[src/rtl/regfile_pkg.sv]
// -----------------------------------------------------------------------------
// regfile_pkg
// Shared types and default widths for the GPR SRAM access controller.
//   regfile_state_e : controller FSM states (INIT sweep, RUN).
//   regfile_lw_t    : last-write record used by the bypass network.
// The last-write record is sized by the package default widths; the top-level
// parameters default to the same values.
// -----------------------------------------------------------------------------
package regfile_pkg;

    localparam int unsigned REGFILE_BUS_WIDTH  = 8;
    localparam int unsigned REGFILE_ADDR_WIDTH = 3;

    typedef enum logic {
        INIT,
        RUN
    } regfile_state_e;

    typedef struct packed {
        logic                          valid;
        logic [REGFILE_ADDR_WIDTH-1:0] addr;
        logic [REGFILE_BUS_WIDTH-1:0]  data;
    } regfile_lw_t;

endpackage

[src/rtl/regfile_bypass.sv]
// -----------------------------------------------------------------------------
// regfile_bypass
// Combinational operand-select mux for one read port of the GPR SRAM.
// Priority: same-cycle writeback, then last-cycle write, then SRAM data.
// Optional macro REGFILE_ZERO_REG_EN: index 0 always reads as zero.
// Ports:
//   i_rs           : source index held in the read stage
//   i_wb_fire      : writeback accepted this cycle
//   i_wb_addr      : writeback index
//   i_wb_data      : writeback data
//   i_lw           : write committed to the SRAM on the previous edge
//   i_sram_rd_data : registered SRAM read data for this port
//   o_operand      : selected operand
// -----------------------------------------------------------------------------
module regfile_bypass
    import regfile_pkg::*;
#(
    parameter int unsigned BUS_WIDTH  = REGFILE_BUS_WIDTH,
    parameter int unsigned ADDR_WIDTH = REGFILE_ADDR_WIDTH
) (
    input  logic [ADDR_WIDTH-1:0] i_rs,
    input  logic                  i_wb_fire,
    input  logic [ADDR_WIDTH-1:0] i_wb_addr,
    input  logic [BUS_WIDTH-1:0]  i_wb_data,
    input  regfile_lw_t           i_lw,
    input  logic [BUS_WIDTH-1:0]  i_sram_rd_data,
    output logic [BUS_WIDTH-1:0]  o_operand
);

    always_comb begin
        o_operand = i_sram_rd_data;
        if (i_wb_fire && (i_wb_addr == i_rs)) begin
            o_operand = i_wb_data;
        end else if (i_lw.valid && (i_lw.addr == i_rs)) begin
            // SRAM returned pre-write data for a read that coincided with this write
            o_operand = i_lw.data;
        end
`ifdef REGFILE_ZERO_REG_EN
        if (i_rs == '0) begin
            o_operand = '0;
        end
`endif
    end

endmodule

[src/rtl/regfile_access_ctrl.sv]
// -----------------------------------------------------------------------------
// regfile_access_ctrl
// Initiator-side controller for a 2-read/1-write synchronous-read GPR SRAM.
// After reset it sweeps every entry to zero (INIT), then serves operand-read
// requests through a single-entry read stage (S1) and passes writebacks to the
// SRAM. A bypass network hides the 1-cycle read latency and the SRAM's
// read-old-data-on-write behaviour.
// Optional macro REGFILE_ZERO_REG_EN: index 0 hardwired to zero (writes to it
// are accepted but dropped; reads return zero).
// Ports:
//   clk, rst_n                     : clock, asynchronous active-low reset
//   i_req_valid/o_req_ready        : operand-read request handshake
//   i_req_rs_a/i_req_rs_b          : source indices
//   o_op_valid/i_op_ready          : operand handshake
//   o_op_a/o_op_b                  : operands
//   i_wb_valid/o_wb_ready          : writeback handshake
//   i_wb_addr/i_wb_data            : writeback index and data
//   o_sram_we/o_sram_wr_addr/o_sram_wr_data : SRAM write port
//   o_sram_rd_addr_a/b             : SRAM read addresses
//   i_sram_rd_data_a/b             : SRAM registered read data
// -----------------------------------------------------------------------------
module regfile_access_ctrl
    import regfile_pkg::*;
#(
    parameter int unsigned BUS_WIDTH  = REGFILE_BUS_WIDTH,
    parameter int unsigned ADDR_WIDTH = REGFILE_ADDR_WIDTH
) (
    input  logic                  clk,
    input  logic                  rst_n,
    input  logic                  i_req_valid,
    output logic                  o_req_ready,
    input  logic [ADDR_WIDTH-1:0] i_req_rs_a,
    input  logic [ADDR_WIDTH-1:0] i_req_rs_b,
    output logic                  o_op_valid,
    input  logic                  i_op_ready,
    output logic [BUS_WIDTH-1:0]  o_op_a,
    output logic [BUS_WIDTH-1:0]  o_op_b,
    input  logic                  i_wb_valid,
    output logic                  o_wb_ready,
    input  logic [ADDR_WIDTH-1:0] i_wb_addr,
    input  logic [BUS_WIDTH-1:0]  i_wb_data,
    output logic                  o_sram_we,
    output logic [ADDR_WIDTH-1:0] o_sram_wr_addr,
    output logic [BUS_WIDTH-1:0]  o_sram_wr_data,
    output logic [ADDR_WIDTH-1:0] o_sram_rd_addr_a,
    output logic [ADDR_WIDTH-1:0] o_sram_rd_addr_b,
    input  logic [BUS_WIDTH-1:0]  i_sram_rd_data_a,
    input  logic [BUS_WIDTH-1:0]  i_sram_rd_data_b
);

    localparam int unsigned            N        = 2 ** ADDR_WIDTH;
    localparam logic [ADDR_WIDTH-1:0]  LAST_IDX = ADDR_WIDTH'(N - 1);

    regfile_state_e          r_state;
    logic [ADDR_WIDTH-1:0]   r_init_cnt;
    logic                    r_s1_valid;
    logic [ADDR_WIDTH-1:0]   r_s1_rs_a;
    logic [ADDR_WIDTH-1:0]   r_s1_rs_b;
    regfile_lw_t             r_lw;

    logic                    w_run;
    logic                    w_wb_fire;
    logic                    w_wb_wr;
    logic                    w_accept;

    assign w_run     = (r_state == RUN);
    assign w_wb_fire = i_wb_valid && w_run;
`ifdef REGFILE_ZERO_REG_EN
    // Writes to index 0 are handshaken but never reach the SRAM or bypass
    assign w_wb_wr   = w_wb_fire && (i_wb_addr != '0);
`else
    assign w_wb_wr   = w_wb_fire;
`endif

    assign o_req_ready = w_run && (!r_s1_valid || i_op_ready);
    assign o_wb_ready  = w_run;
    assign w_accept    = i_req_valid && o_req_ready;
    assign o_op_valid  = r_s1_valid;

    // INIT (including while held in reset) writes zero to the sweep index
    assign o_sram_we      = w_run ? w_wb_wr   : 1'b1;
    assign o_sram_wr_addr = w_run ? i_wb_addr : r_init_cnt;
    assign o_sram_wr_data = w_run ? i_wb_data : '0;

    // While stalled, keep re-reading the S1 indices so SRAM data stays current
    assign o_sram_rd_addr_a = w_accept ? i_req_rs_a : r_s1_rs_a;
    assign o_sram_rd_addr_b = w_accept ? i_req_rs_b : r_s1_rs_b;

    // Controller FSM: INIT sweep of N entries, then RUN until reset
    always_ff @(posedge clk or negedge rst_n) begin
        if (!rst_n) begin
            r_state    <= INIT;
            r_init_cnt <= '0;
        end else begin
            unique case (r_state)
                INIT: begin
                    r_init_cnt <= r_init_cnt + 1'b1;
                    if (r_init_cnt == LAST_IDX) begin
                        r_state <= RUN;
                    end
                end
                RUN: begin
                    r_state <= RUN;
                end
                default: begin
                    r_state <= INIT;
                end
            endcase
        end
    end

    // Single-entry read stage
    always_ff @(posedge clk or negedge rst_n) begin
        if (!rst_n) begin
            r_s1_valid <= 1'b0;
            r_s1_rs_a  <= '0;
            r_s1_rs_b  <= '0;
        end else if (w_accept) begin
            r_s1_valid <= 1'b1;
            r_s1_rs_a  <= i_req_rs_a;
            r_s1_rs_b  <= i_req_rs_b;
        end else if (i_op_ready) begin
            r_s1_valid <= 1'b0;
        end
    end

    // Last write seen by the SRAM, captured every edge
    always_ff @(posedge clk or negedge rst_n) begin
        if (!rst_n) begin
            r_lw <= '0;
        end else begin
            r_lw.valid <= w_wb_wr;
            r_lw.addr  <= i_wb_addr;
            r_lw.data  <= i_wb_data;
        end
    end

    regfile_bypass #(
        .BUS_WIDTH  (BUS_WIDTH),
        .ADDR_WIDTH (ADDR_WIDTH)
    ) u_bypass_a (
        .i_rs           (r_s1_rs_a),
        .i_wb_fire      (w_wb_fire),
        .i_wb_addr      (i_wb_addr),
        .i_wb_data      (i_wb_data),
        .i_lw           (r_lw),
        .i_sram_rd_data (i_sram_rd_data_a),
        .o_operand      (o_op_a)
    );

    regfile_bypass #(
        .BUS_WIDTH  (BUS_WIDTH),
        .ADDR_WIDTH (ADDR_WIDTH)
    ) u_bypass_b (
        .i_rs           (r_s1_rs_b),
        .i_wb_fire      (w_wb_fire),
        .i_wb_addr      (i_wb_addr),
        .i_wb_data      (i_wb_data),
        .i_lw           (r_lw),
        .i_sram_rd_data (i_sram_rd_data_b),
        .o_operand      (o_op_b)
    );

endmodule

[config.mk]
export PLATFORM = sky130hd
export DESIGN_NAME = regfile_access_ctrl
export DESIGN_NICKNAME = d
export VERILOG_FILES = /design/src/rtl/regfile_pkg.sv /design/src/rtl/regfile_bypass.sv /design/src/rtl/regfile_access_ctrl.sv
export SDC_FILE = /design/constraint.sdc
export NUM_CORES = 1
export LEC_CHECK = 0
export BUFFER_PORTS_ARGS = -buffer_cell sky130_fd_sc_hd__buf_2
export CAP_MARGIN = 20
export CORE_MARGIN = 2
export CORE_UTILIZATION = 40
export CTS_CLUSTER_SIZE = 8
export DETAILED_ROUTE_END_ITERATION = 8
export GPL_TIMING_DRIVEN = 1
export PLACE_DENSITY = 0.75
export SYNTH_ARGS = -nofsm -noshare
export SYNTH_HDL_FRONTEND = slang
export SYNTH_HIERARCHICAL = 1
export SYNTH_SLANG_ARGS = --single-unit
[constraint.sdc]
create_clock -name clk -period 2 [get_ports clk]
set_clock_uncertainty 0.1 [all_clocks]
set_input_delay 0.2 -clock clk [delete_from_list [all_inputs] [get_ports clk]]
set_output_delay 0.2 -clock clk [all_outputs]
set_load 0.005 [all_outputs]
### Word level (Yosys, flattened, before mapping)

Cells that the tools add are included.

| cells by class | value |
|---|---|
| $add $sub $neg | 1 |
| multiply operators | 0 |
| div/mod/pow operators | 0 |
| $lt $le $gt $ge | 0 |
| equality and inequality tests | 5 |
| shifts and indexed selects | 0 |
| multiplexer cells | 13 |
| bitwise gates (word level) | 1 |
| reductions and logical operators | 10 |

Operators by type and width:

| cell | count |
|---|---|
| 2-to-1 mux 8 bit | 5 |
| equality test 3 bit | 4 |
| 2-to-1 mux 3 bit | 3 |
| logical AND 1 bit | 7 |
| 2-to-1 mux 1 bit | 4 |
| adder 3 x 1 -> 3 bit (second input constant) | 1 |
| equality test 3 bit (second input constant) | 1 |
| one-hot mux 1 bit (2 select lines) | 1 |
| nonzero test 2 bit | 1 |
| logical NOT 1 bit | 1 |
| logical OR 1 bit | 1 |
| NOT 1 bit | 1 |

| storage, ports and cells | value |
|---|---|
| flip-flop bits (word level) | 23 |
| latch bits | 0 |
| memory bits (writable) | 0 |
| bits in read-only memories | 0 |
| input bits | 38 |
| logic and storage cells | 38 |
| memories kept | 0 |

### Longest topological paths before layout

Gate-level depths: netlist of run 1.

| depth | value |
|---|---|
| word-level depth | 5 |
| gate-level depth with buffers | 7 |
| mapped depth without buffers | 4 |

### Hierarchy

Netlist of run 1, hierarchy kept.

Modules (own cells, without submodules):

| module | times used | cells each | area each (sq um) | seq. area each (sq um) |
|---|---|---|---|---|
| regfile_access_ctrl | 1 | 56 | 900.9 | 575.6 |
| regfile_bypass | 2 | 33 | 241.5 | 0.0 |

### Worst setup path after synthesis of run 1

No wires, ideal clock.

| timing | value |
|---|---|
| path type | register to output |
| start point | register r_state (netlist: o_wb_ready) |
| end point | output o_op_a[0] |
| arrival | 1421 ps |
| data required time | 1700 ps |
| setup slack | 279 ps |
| cell stages (with the launch flop) | 7 |
| cells stage by stage | dfrtp_1 buf_6 clkbuf_1 and2_1 nand4_2 buf_2 a21oi_1 |

| between the ends | value |
|---|---|
| cells in the longest elaborated chain, start to end | 3 |

Ends and longest elaborated chain:

| element | RTL line | RTL |
|---|---|---|
| start, declared | regfile_access_ctrl.sv:54 | `regfile_state_e r_state;` |
| start signal, assigned | regfile_access_ctrl.sv:92 | `r_state <= INIT;` |
| start signal, assigned | regfile_access_ctrl.sv:99 | `r_state <= RUN;` |
| start signal, assigned | regfile_access_ctrl.sv:103 | `r_state <= RUN;` |
| logical AND 1 bit | regfile_access_ctrl.sv:67 | `assign w_wb_fire = i_wb_valid && w_run;` |
| named net w_wb_fire | regfile_access_ctrl.sv:62 | `logic w_wb_fire;` |
| logical AND 1 bit | regfile_bypass.sv:32 | `if (i_wb_fire && (i_wb_addr == i_rs)) begin` |
| 2-to-1 mux 8 bit | regfile_bypass.sv:32 |  |
| end, declared | regfile_access_ctrl.sv:36 | `output logic [BUS_WIDTH-1:0] o_op_a,` |

The timed path passes the listed nets, and every way through them passes these cells.

### Worst setup path in the final report of run 1

| timing | value |
|---|---|
| start point | register r_lw[8] (netlist name) |
| end point | output o_op_b[7] |

| between the ends | value |
|---|---|
| cells in the longest elaborated chain, start to end | 4 |

Ends and longest elaborated chain:

| element | RTL line | RTL |
|---|---|---|
| start, declared | regfile_access_ctrl.sv:59 | `regfile_lw_t r_lw;` |
| equality test 3 bit | regfile_bypass.sv:34 | `end else if (i_lw.valid && (i_lw.addr == i_rs)) begin` |
| logical AND 1 bit | regfile_bypass.sv:34 |  |
| 2-to-1 mux 8 bit | regfile_bypass.sv:34 |  |
| 2-to-1 mux 8 bit | regfile_bypass.sv:32 |  |
| end, declared | regfile_access_ctrl.sv:37 | `output logic [BUS_WIDTH-1:0] o_op_b,` |

Every way passes these cells.

==> flow_summary_export.csv, run 1 <==
group,metric,value,unit
timing,slew_headroom,0.662,
flow_run,timing.max_cap.violations,0,
timing,fin_ws,0.00164,ns
route,vias_per_cell,4.88,
synth,synth_edf_count,0,
final_layout,synthToLayoutAreaGrowth,54.0,%
pwr,ir_drop,0.000380,V
clock_tree,clock_latency,0.31,ns
synth,ys.flop_type,"dfrtp_1",
final_layout,ff_latch_area,584,um^2
final_layout,fin_nets,253,
synth,seq_area_frac_synth,0.416,
timing,max_freq,500,MHz
clock_tree,cts_buffers,3,
die,rows,21,
synth,yosysWarnings,6,
grt,grt_max_degree,24,
hold_path,min_path_type,"input port to flop",
route,vias,1258,
synth,synth-async-reset-ratio,1.00,
final_layout,diodes,0,
critical_path,worstSetupPathType,"flop to output port",
route,antenna_left,0,
route,drt-total-wl,3710,um
pwr,p_total,0.00124,W
die,dieArea,0.00395,mm^2
placed_design,place_ws,0.253,ns
critical_path,end_kind,"output port",
critical_path,crit_fanout,8,
placed_design,place_area,0.00179,mm^2
grt,gr-total-overflow,0,
grt,antenna_found_initial,0,
placed_design,dpl.hpwl,2520,um
clock_tree,numClockSinks,23,
final_layout,fin_area,0.00213,mm^2
timing,setup_viol,0,
route,route.detailed.drc,0,
grt,grtUsageTotal,0.175,
final_layout,most-common-layout-cells,"buf_2, dfrtp_1, mux2i_1, nor2_1, a21oi_1",
clock_tree,clock_tree.htree_level_count,1,
clock_tree,clock_path_buffers,2,
synth,avgSynthCellArea,11.3,um^2
timing,finalHoldViolations,0,
clock_tree,clock-root-buffer,"clkbuf_4",
status,status,"complete, no violations",
synth,syn_inst,122,
die,die_h,62.8,um
final_layout,layout_commonest_cell,"buf_2",
final_layout,multi_input_area,948,um^2
timing,drv_slew,0,
final_layout,fill_cells,280,
route,wire_per_inst,14.4,um
timing,worstMarginPinSlew,0.508,ns
die,die_x,62.8,um
critical_path,critPathArrivalTime,1.70,ns
placed_design,place.gp.congestion,0.743,
synth,ys_types,21,
timing,rsz0062_at_grt,"true",
synth,synth-seq-cells,23,
grt,grt_pass1_wl,5560,um
clock_tree,cts_tree,"built",
timing,tns,0,ns
critical_path,crit_path_start_kind,"flop",
route,drt-initial-drc-count,64,
route,dr.pass1.iters,4,
clock_tree,path_clk_slew,0.13,ns
die,core_area,0.00334,mm^2
synth,synth_nets,162,
critical_path,required,1.70,ns
pwr,power.density,580,mW/mm^2
die,io-pin-count,75,
synth,netlist_area,0.00138,mm^2
grt,grt_pass1_vias,1236,
placed_design,port_buffers,74,
die,initial_core_util,0.415,
pwr,p_leak,1.12,nW
timing,layout_min_cycle_time,2.00,ns
final_layout,drive_above_1_share,0.580,
timing,finalCritPeriodShare,0.999,
## stage by stage
| step | hold slack (ns) | instances | util |
|---|---|---|---|
| after floorplan | -0.196 | 122 | - |
| after global placement | 0.100 | 239 | 0.537 |
| after detailed placement | 0.101 | 239 | 0.537 |
| after CTS | 0.00881 | 256 | 0.602 |
| after global routing | 0.00752 | 258 | 0.639 |
| final | 0.0232 | 258 | 0.639 |
## synthesized netlist by cell type (2+ instances only)
cell	count	area [um^2]
nand4_4	2	42.5
buf_6	2	22.5
a21oi_1	16	80.1
mux2_4	6	90.1
and2_1	9	56.3
nor2_1	16	60.1
buf_2	2	10.0
ha_1	2	25.0
dfrtp_1	23	576
nand4_2	2	25.0
xnor2_1	13	114
mux2_2	5	56.3
mux2i_1	16	160
## layout make-up
class	instances	area share
multi-input cells	96	0.445
flip-flops and latches	23	0.274
repair buffers	89	0.241
well taps	46	0.0270
clock buffers	3	0.0106
clock inverters	1	0.00235
## sequential cells by signal, indices dropped and copies added (netlist names)
| signal | flops |
|---|---|
| r_init_cnt | 3 |
| o_op_valid | 1 |
| r_s1_rs_b | 3 |
| o_wb_ready | 1 |
| r_s1_rs_a | 3 |
| r_lw | 12 |
## routing by layer
layer	up-vias	GRT usage	routed length, um
li1	604	-	-
met1	577	0.216	1580
met2	71	0.315	1780
met3	6	0.0396	324
met4	0	0.0333	31
met5	-	0	0
## logic make-up (layout without fill, tap and decap cells)
logic type,count (synthesis),in the layout,share of synthesized area
AO/OA/AOI/OAI,16,16,0.0579
XOR/XNOR,13,13,0.0823
adder cells (fa/ha/maj),2,2,0.0181
buffers and inverters,5,93,0.0262
flip-flops,23,23,0.416
multiplexers,27,27,0.222
AND/OR/NAND/NOR,36,38,0.178
## timing repair
action                     4_1_cts  5_1_grt
pin swaps                       14       15
cloned                           0        2
setup endpoints to repair       16       16
hold endpoints to repair        34        0
gates resized for setup          8       18
setup buffers                    1        0
hold buffers                    12        0
## worst paths after layout
path,from,endpoint,slack (ns),cells past startpoint
setup reg to reg,r_init_cnt[0],r_init_cnt[2],0.64,3
max in group asynchronous,rst_n,r_s1_rs_a[2],1.16,2
setup / recovery,r_lw[8],o_op_b[7],0.002,5
hold / removal,i_req_rs_a[0],r_s1_rs_a[0],0.02,2
hold reg to reg,r_init_cnt[0],r_init_cnt[0],0.43,1
min in group asynchronous,rst_n,r_init_cnt[1],0.26,2
## critical path, stage by stage (launching register included)
cell	delay [ns]
dfrtp_2	0.47
xnor2_2	0.20
nand4_4	0.24
mux2i_1	0.18
a21oi_1	0.15
buf_2	0.14
## where the power goes
| group | total, W | internal, W | leakage (nW) | switching, W |
|---|---|---|---|---|
| clock network | 0.000215 | 0.0000747 | 0.0177 | 0.000141 |
| logic | 0.000469 | 0.000257 | 0.836 | 0.000212 |
| registers | 0.000552 | 0.000500 | 0.264 | 0.0000522 |
No activity file was read; power rests on OpenSTA's default activity.
==> inputs of run 2 (changes only) <==
==> constraint.sdc (replaced) <==
create_clock -name clk -period 2 [get_ports clk]
set_clock_uncertainty 0.1 [all_clocks]
set_input_delay 0.3 -clock clk [delete_from_list [all_inputs] [get_ports clk]]
set_output_delay 0.3 -clock clk [all_outputs]
set_load 0.005 [all_outputs]
==> flow_summary_export.csv, run 2 (same netlist as run 1, synthesis figures left out) <==
group,metric,value,unit
timing,layout_min_cycle_time,2.16,ns
final_layout,most-common-layout-cells,"buf_2, dfrtp_1, mux2i_1, nor2_1, a21oi_1",
grt,antenna_found_initial,0,
critical_path,rrSetupSlack,0.53,ns
placed_design,dpl.hpwl,2420,um
placed_design,place.gp.congestion,0.757,
critical_path,crit_buf_inv,1,
pwr,ir_drop,0.000451,V
pwr,p_leak,1.08,nW
clock_tree,path_clk_slew,0.13,ns
final_layout,diodes,0,
flow_run,timing.max_cap.violations,0,
critical_path,crit_family,"flip-flops",
final_layout,regMostFlops,"r_lw",
critical_path,r2r_start,"o_op_valid",
hold_path,min_to,"r_lw[3]",
die,die_h,62.8,um
grt,grt_pass1_wl,5470,um
clock_tree,cts_tree,"built",
placed_design,place_area,0.00179,mm^2
route,wire_per_inst,13.0,um
grt,gr-total-overflow,0,
timing,finalHoldViolations,0,
status,status,"complete, but fails checks",
die,io-pin-count,75,
final_layout,drive_above_1_share,0.587,
die,core_area,0.00334,mm^2
clock_tree,numClockSinks,23,
hold_path,hold_start,"i_wb_data[3]",
critical_path,critPathArrivalTime,1.76,ns
critical_path,r2r-end,"r_s1_rs_a[0]",
critical_path,critical-path-slowest-cell,"dfrtp_2",
timing,setup_viol,16,
critical_path,worstSetupPathType,"flop to output port",
pwr,power.density,599,mW/mm^2
route,antenna_left,0,
final_layout,fin_nets,247,
route,drt-total-wl,3270,um
timing,finalCritPeriodShare,1.08,
clock_tree,clock_path_buffers,2,
critical_path,end_kind,"output port",
timing,rsz0062_at_grt,"true",
route,vias,1219,
die,die_x,62.8,um
hold_path,min_path_type,"input port to flop",
timing,fin_ws,-0.156,ns
critical_path,critical-path-max-stage-delay,0.46,ns
placed_design,port_buffers,74,
grt,grt_pass1_vias,1171,
critical_path,crit_fanout,8,
clock_tree,clock_latency,0.31,ns
die,initial_core_util,0.415,
final_layout,final_core_utilization,0.602,
clock_tree,clock_tree.htree_level_count,1,
die,rows,21,
status,violations,"negative setup slack",
timing,worstMarginPinSlew,0.517,ns
critical_path,crit_path_start_kind,"flop",
final_layout,largest_reg_flops,12,
grt,grtUsageTotal,0.174,
route,dr.pass1.iters,4,
critical_path,ff2ff_path_depth,4,
route,drt-initial-drc-count,66,
final_layout,fin_area,0.00201,mm^2
critical_path,crit_chain,"xnor2_2, nand4_4, mux2i_1, a21oi_1, buf_2",
clock_tree,clock-root-buffer,"clkbuf_4",
timing,slew_headroom,0.656,
clock_tree,cts_buffers,3,
final_layout,synthToLayoutAreaGrowth,45.2,%
route,vias_per_cell,4.84,
final_layout,layout_commonest_cell,"buf_2",
hold_path,whs_path_depth,1,
timing,max_freq,464,MHz
critical_path,required,1.60,ns
timing,drv_slew,0,
die,dieArea,0.00395,mm^2
grt,grt_max_degree,24,
timing,tns,-1.66,ns
route,route.detailed.drc,0,
==> run 2: changes by cell type in the layout (fill, tap and decap cells not counted), moves of 3 or more <==
cell,before,now
dlygate4sd3_1,12,1
buf_4,3,10
buf_2,74,68
buf_6,0,6
xnor2_1,1,5
xnor2_4,3,0
==> run 2: routing by layer <==
| metal | track usage | part of all wire |
|---|---|---|
| met1 | 0.233 | 0.44 |
| met2 | 0.286 | 0.46 |
| met3 | 0.0288 | 0.087 |
| met4 | 0.0583 | 0.013 |
| met5 | 0 | 0 |
==> run 2: report_power, final <==
| group | leakage (nW) | internal [W] | total (W) | switching, W |
|---|---|---|---|---|
| logic | 0.800 | 0.000257 | 0.000448 | 0.000191 |
| registers | 0.266 | 0.000499 | 0.000540 | 0.0000411 |
| clock network | 0.0150 | 0.0000779 | 0.000216 | 0.000138 |
| total | 1.08 | 0.000833 | 0.00120 | 0.000370 |
==> run 2: cell type report <==
class,instances,area (um^2)
multi-input combinational,94,851
timing repair buffer,85,493
fill,280,1330
tap,46,57.6
clock buffer,4,26.3
sequential,23,582
==> run 2: worst max path at each step <==
| stage | slack, ns | from | cells past startpoint | to |
|---|---|---|---|---|
| final | -0.16 | r_lw[9] | 5 | o_op_b[0] |
| after global routing | -0.23 | r_lw[9] | 5 | o_op_b[7] |
| after CTS | -0.12 | r_lw[9] | 5 | o_op_a[2] |
| after detailed placement | 0.12 | r_s1_rs_a[1] | 5 | o_op_a[2] |
| after global placement | 0.15 | r_s1_rs_a[1] | 5 | o_op_a[0] |
| after floorplan | 0.18 | o_wb_ready | 6 | o_op_a[0] |
==> run 2: through the flow <==
step	worst slack (ns)	instances	hold slack, ns	power [W]
finish	-0.156	252	0.0232	0.00120
global route	-0.226	252	0.00588	0.00128
CTS	-0.116	250	0.0181	0.00117
detailed placement	0.122	239	0.209	0.000897
global placement	0.146	239	0.198	0.000893
floorplan	0.179	122	-0.0956	0.000746
==> run 2: what timing repair did <==
action / 4_1_cts / 5_1_grt
hold buffers: 1 / 0
endpoints found under the setup margin: 18 / 22
gates resized for setup: 10 / 12
pin swaps: 17 / 8
hold endpoints to repair: 23 / 0
setup buffers: 6 / 2
==> inputs of run 3 (changes only) <==
Settings changed: PLACE_DENSITY 0.75 to 0.78.
Clock period 2 ns to 1.95 ns, I/O delays scaled along.
==> flow_summary_export.csv, run 3 (same netlist as run 1, synthesis figures left out) <==
group,metric,value,unit
critical_path,crit_chain,"xnor2_2, nand4_4, mux2i_1, a21oi_1, buf_2",
placed_design,place.gp.congestion,0.745,
critical_path,rrSetupSlack,0.57,ns
die,die_x,62.8,um
critical_path,r2r-end,"r_s1_rs_a[0]",
timing,max_freq,471,MHz
grt,grt_pass1_wl,5690,um
final_layout,synthToLayoutAreaGrowth,48.1,%
placed_design,port_buffers,74,
timing,drv_slew,0,
clock_tree,numClockSinks,23,
clock_tree,clock_latency,0.32,ns
critical_path,end_kind,"output port",
timing,finalCritPeriodShare,1.09,
pwr,p_leak,1.10,nW
die,initial_core_util,0.415,
timing,layout_min_cycle_time,2.12,ns
critical_path,ff2ff_path_depth,3,
critical_path,worstSetupPathType,"flop to output port",
die,die_h,62.8,um
hold_path,hold_start,"i_wb_data[1]",
timing,fin_ws,-0.175,ns
route,drt-total-wl,3770,um
status,status,"complete, but fails checks",
timing,setup_viol,22,
critical_path,required,1.56,ns
critical_path,r2r_start,"o_op_valid",
clock_tree,cts_tree,"built",
clock_tree,clock-root-buffer,"clkbuf_4",
die,core_area,0.00334,mm^2
placed_design,place_ws,0.115,ns
critical_path,critical-path-slowest-cell,"dfrtp_2",
hold_path,min_to,"r_lw[1]",
route,wire_per_inst,15.1,um
hold_path,whs_path_depth,1,
critical_path,critPathArrivalTime,1.73,ns
hold_path,min_path_type,"input port to flop",
timing,finalHoldViolations,0,
route,vias_per_cell,4.92,
die,dieArea,0.00395,mm^2
timing,tns,-2.64,ns
grt,grt_max_degree,24,
clock_tree,path_clk_slew,0.14,ns
grt,grtUsageTotal,0.183,
route,dr.pass1.iters,4,
critical_path,crit_path_start_kind,"flop",
critical_path,critical-path-max-stage-delay,0.48,ns
die,rows,21,
timing,slew_headroom,0.658,
timing,rsz0062_at_grt,"true",
final_layout,fin_nets,245,
final_layout,layout_commonest_cell,"buf_2",
grt,gr-total-overflow,0,
pwr,p_total,0.00127,W
final_layout,diodes,0,
critical_path,crit_fanout,8,
route,antenna_left,0,
final_layout,regMostFlops,"r_lw",
route,vias,1229,
route,route.detailed.drc,0,
final_layout,largest_reg_flops,12,
grt,grt_pass1_vias,1191,
pwr,ir_drop,0.000361,V
clock_tree,cts_buffers,3,
die,io-pin-count,75,
pwr,power.density,619,mW/mm^2
final_layout,drive_above_1_share,0.598,
status,violations,"negative setup slack",
route,drt-initial-drc-count,34,
final_layout,most-common-layout-cells,"buf_2, dfrtp_1, mux2i_1, nor2_1, a21oi_1",
clock_tree,clock_path_buffers,2,
flow_run,timing.max_cap.violations,0,
placed_design,dpl.hpwl,2590,um
grt,antenna_found_initial,0,
clock_tree,clock_tree.htree_level_count,1,
timing,worstMarginPinSlew,0.513,ns
==> run 3: cell types whose count changed in the layout (fill, tap and decap cells not counted), sizes merged <==
| cell | delta |
|---|---|
| dlygate4sd3 | +2 |
| clkbuf | -1 |
| nand4 | +2 |
| clkinv | +1 |
| buf | -6 |
==> run 3: where the power goes <==
group | switching, W | internal, W
clock | 0.000154 | 0.0000768
sequential | 0.0000483 | 0.000511
combinational | 0.000219 | 0.000259
==> run 3: how the worst max path moves through the flow <==
stage,startpoint,end,cells after the start
CTS,r_lw[8],o_op_b[3],5
detailed placement,o_wb_ready,o_op_b[6],5
floorplan,o_wb_ready,o_op_a[0],6
global route,r_s1_rs_b[2],o_op_b[3],5
finish,r_s1_rs_a[2],o_op_a[2],5
global placement,o_wb_ready,o_op_b[6],4
==> run 3: routing by layer <==
metal,GRT usage,up-vias,share of wire,routed length (um)
li1,-,592,-,-
met1,0.243,567,0.46,1720
met2,0.312,66,0.46,1740
met3,0.0306,4,0.076,285
met4,0.0417,0,0.0066,25
met5,0,-,0,0
==> run 3: worst max-delay path, delay by kind of cell (launching register included) <==
family          cells  cell delay, ns
flops               1            0.48
simple gates        1            0.24
xor+xnor            1            0.22
mux                 1            0.19
compound gates      1            0.15
buf+inv             1            0.14
==> run 3: timing repair <==
item | CTS | global route
setup buffers | 1 | 1
gates resized for setup | 21 | 6
pin swaps | 16 | 2
endpoints found under the hold margin | 24 | 1
hold buffers | 2 | 1
endpoints found under the setup margin | 22 | 22
gates cloned | 1 | 1
==> run 3: cell type report <==
cell class	instances	area, um^2
fillers	291	1290
multi-input cells	96	915
flip-flops and latches	23	582
repair buffers	81	468
well taps	46	57.6
clock buffers	3	22.5
clock inverters	1	5.00
==> run 3: through the flow <==
step	area [um^2]	util	instances	hold WS (ns)
6_report	2050	0.614	250	0.0144
3_5_place_dp	1790	0.537	239	0.204
4_1_cts	1990	0.595	247	0.00304
3_3_place_gp	1790	0.537	239	0.191
2_1_floorplan	1380	-	122	-0.103
5_1_grt	2050	0.614	250	0.00134
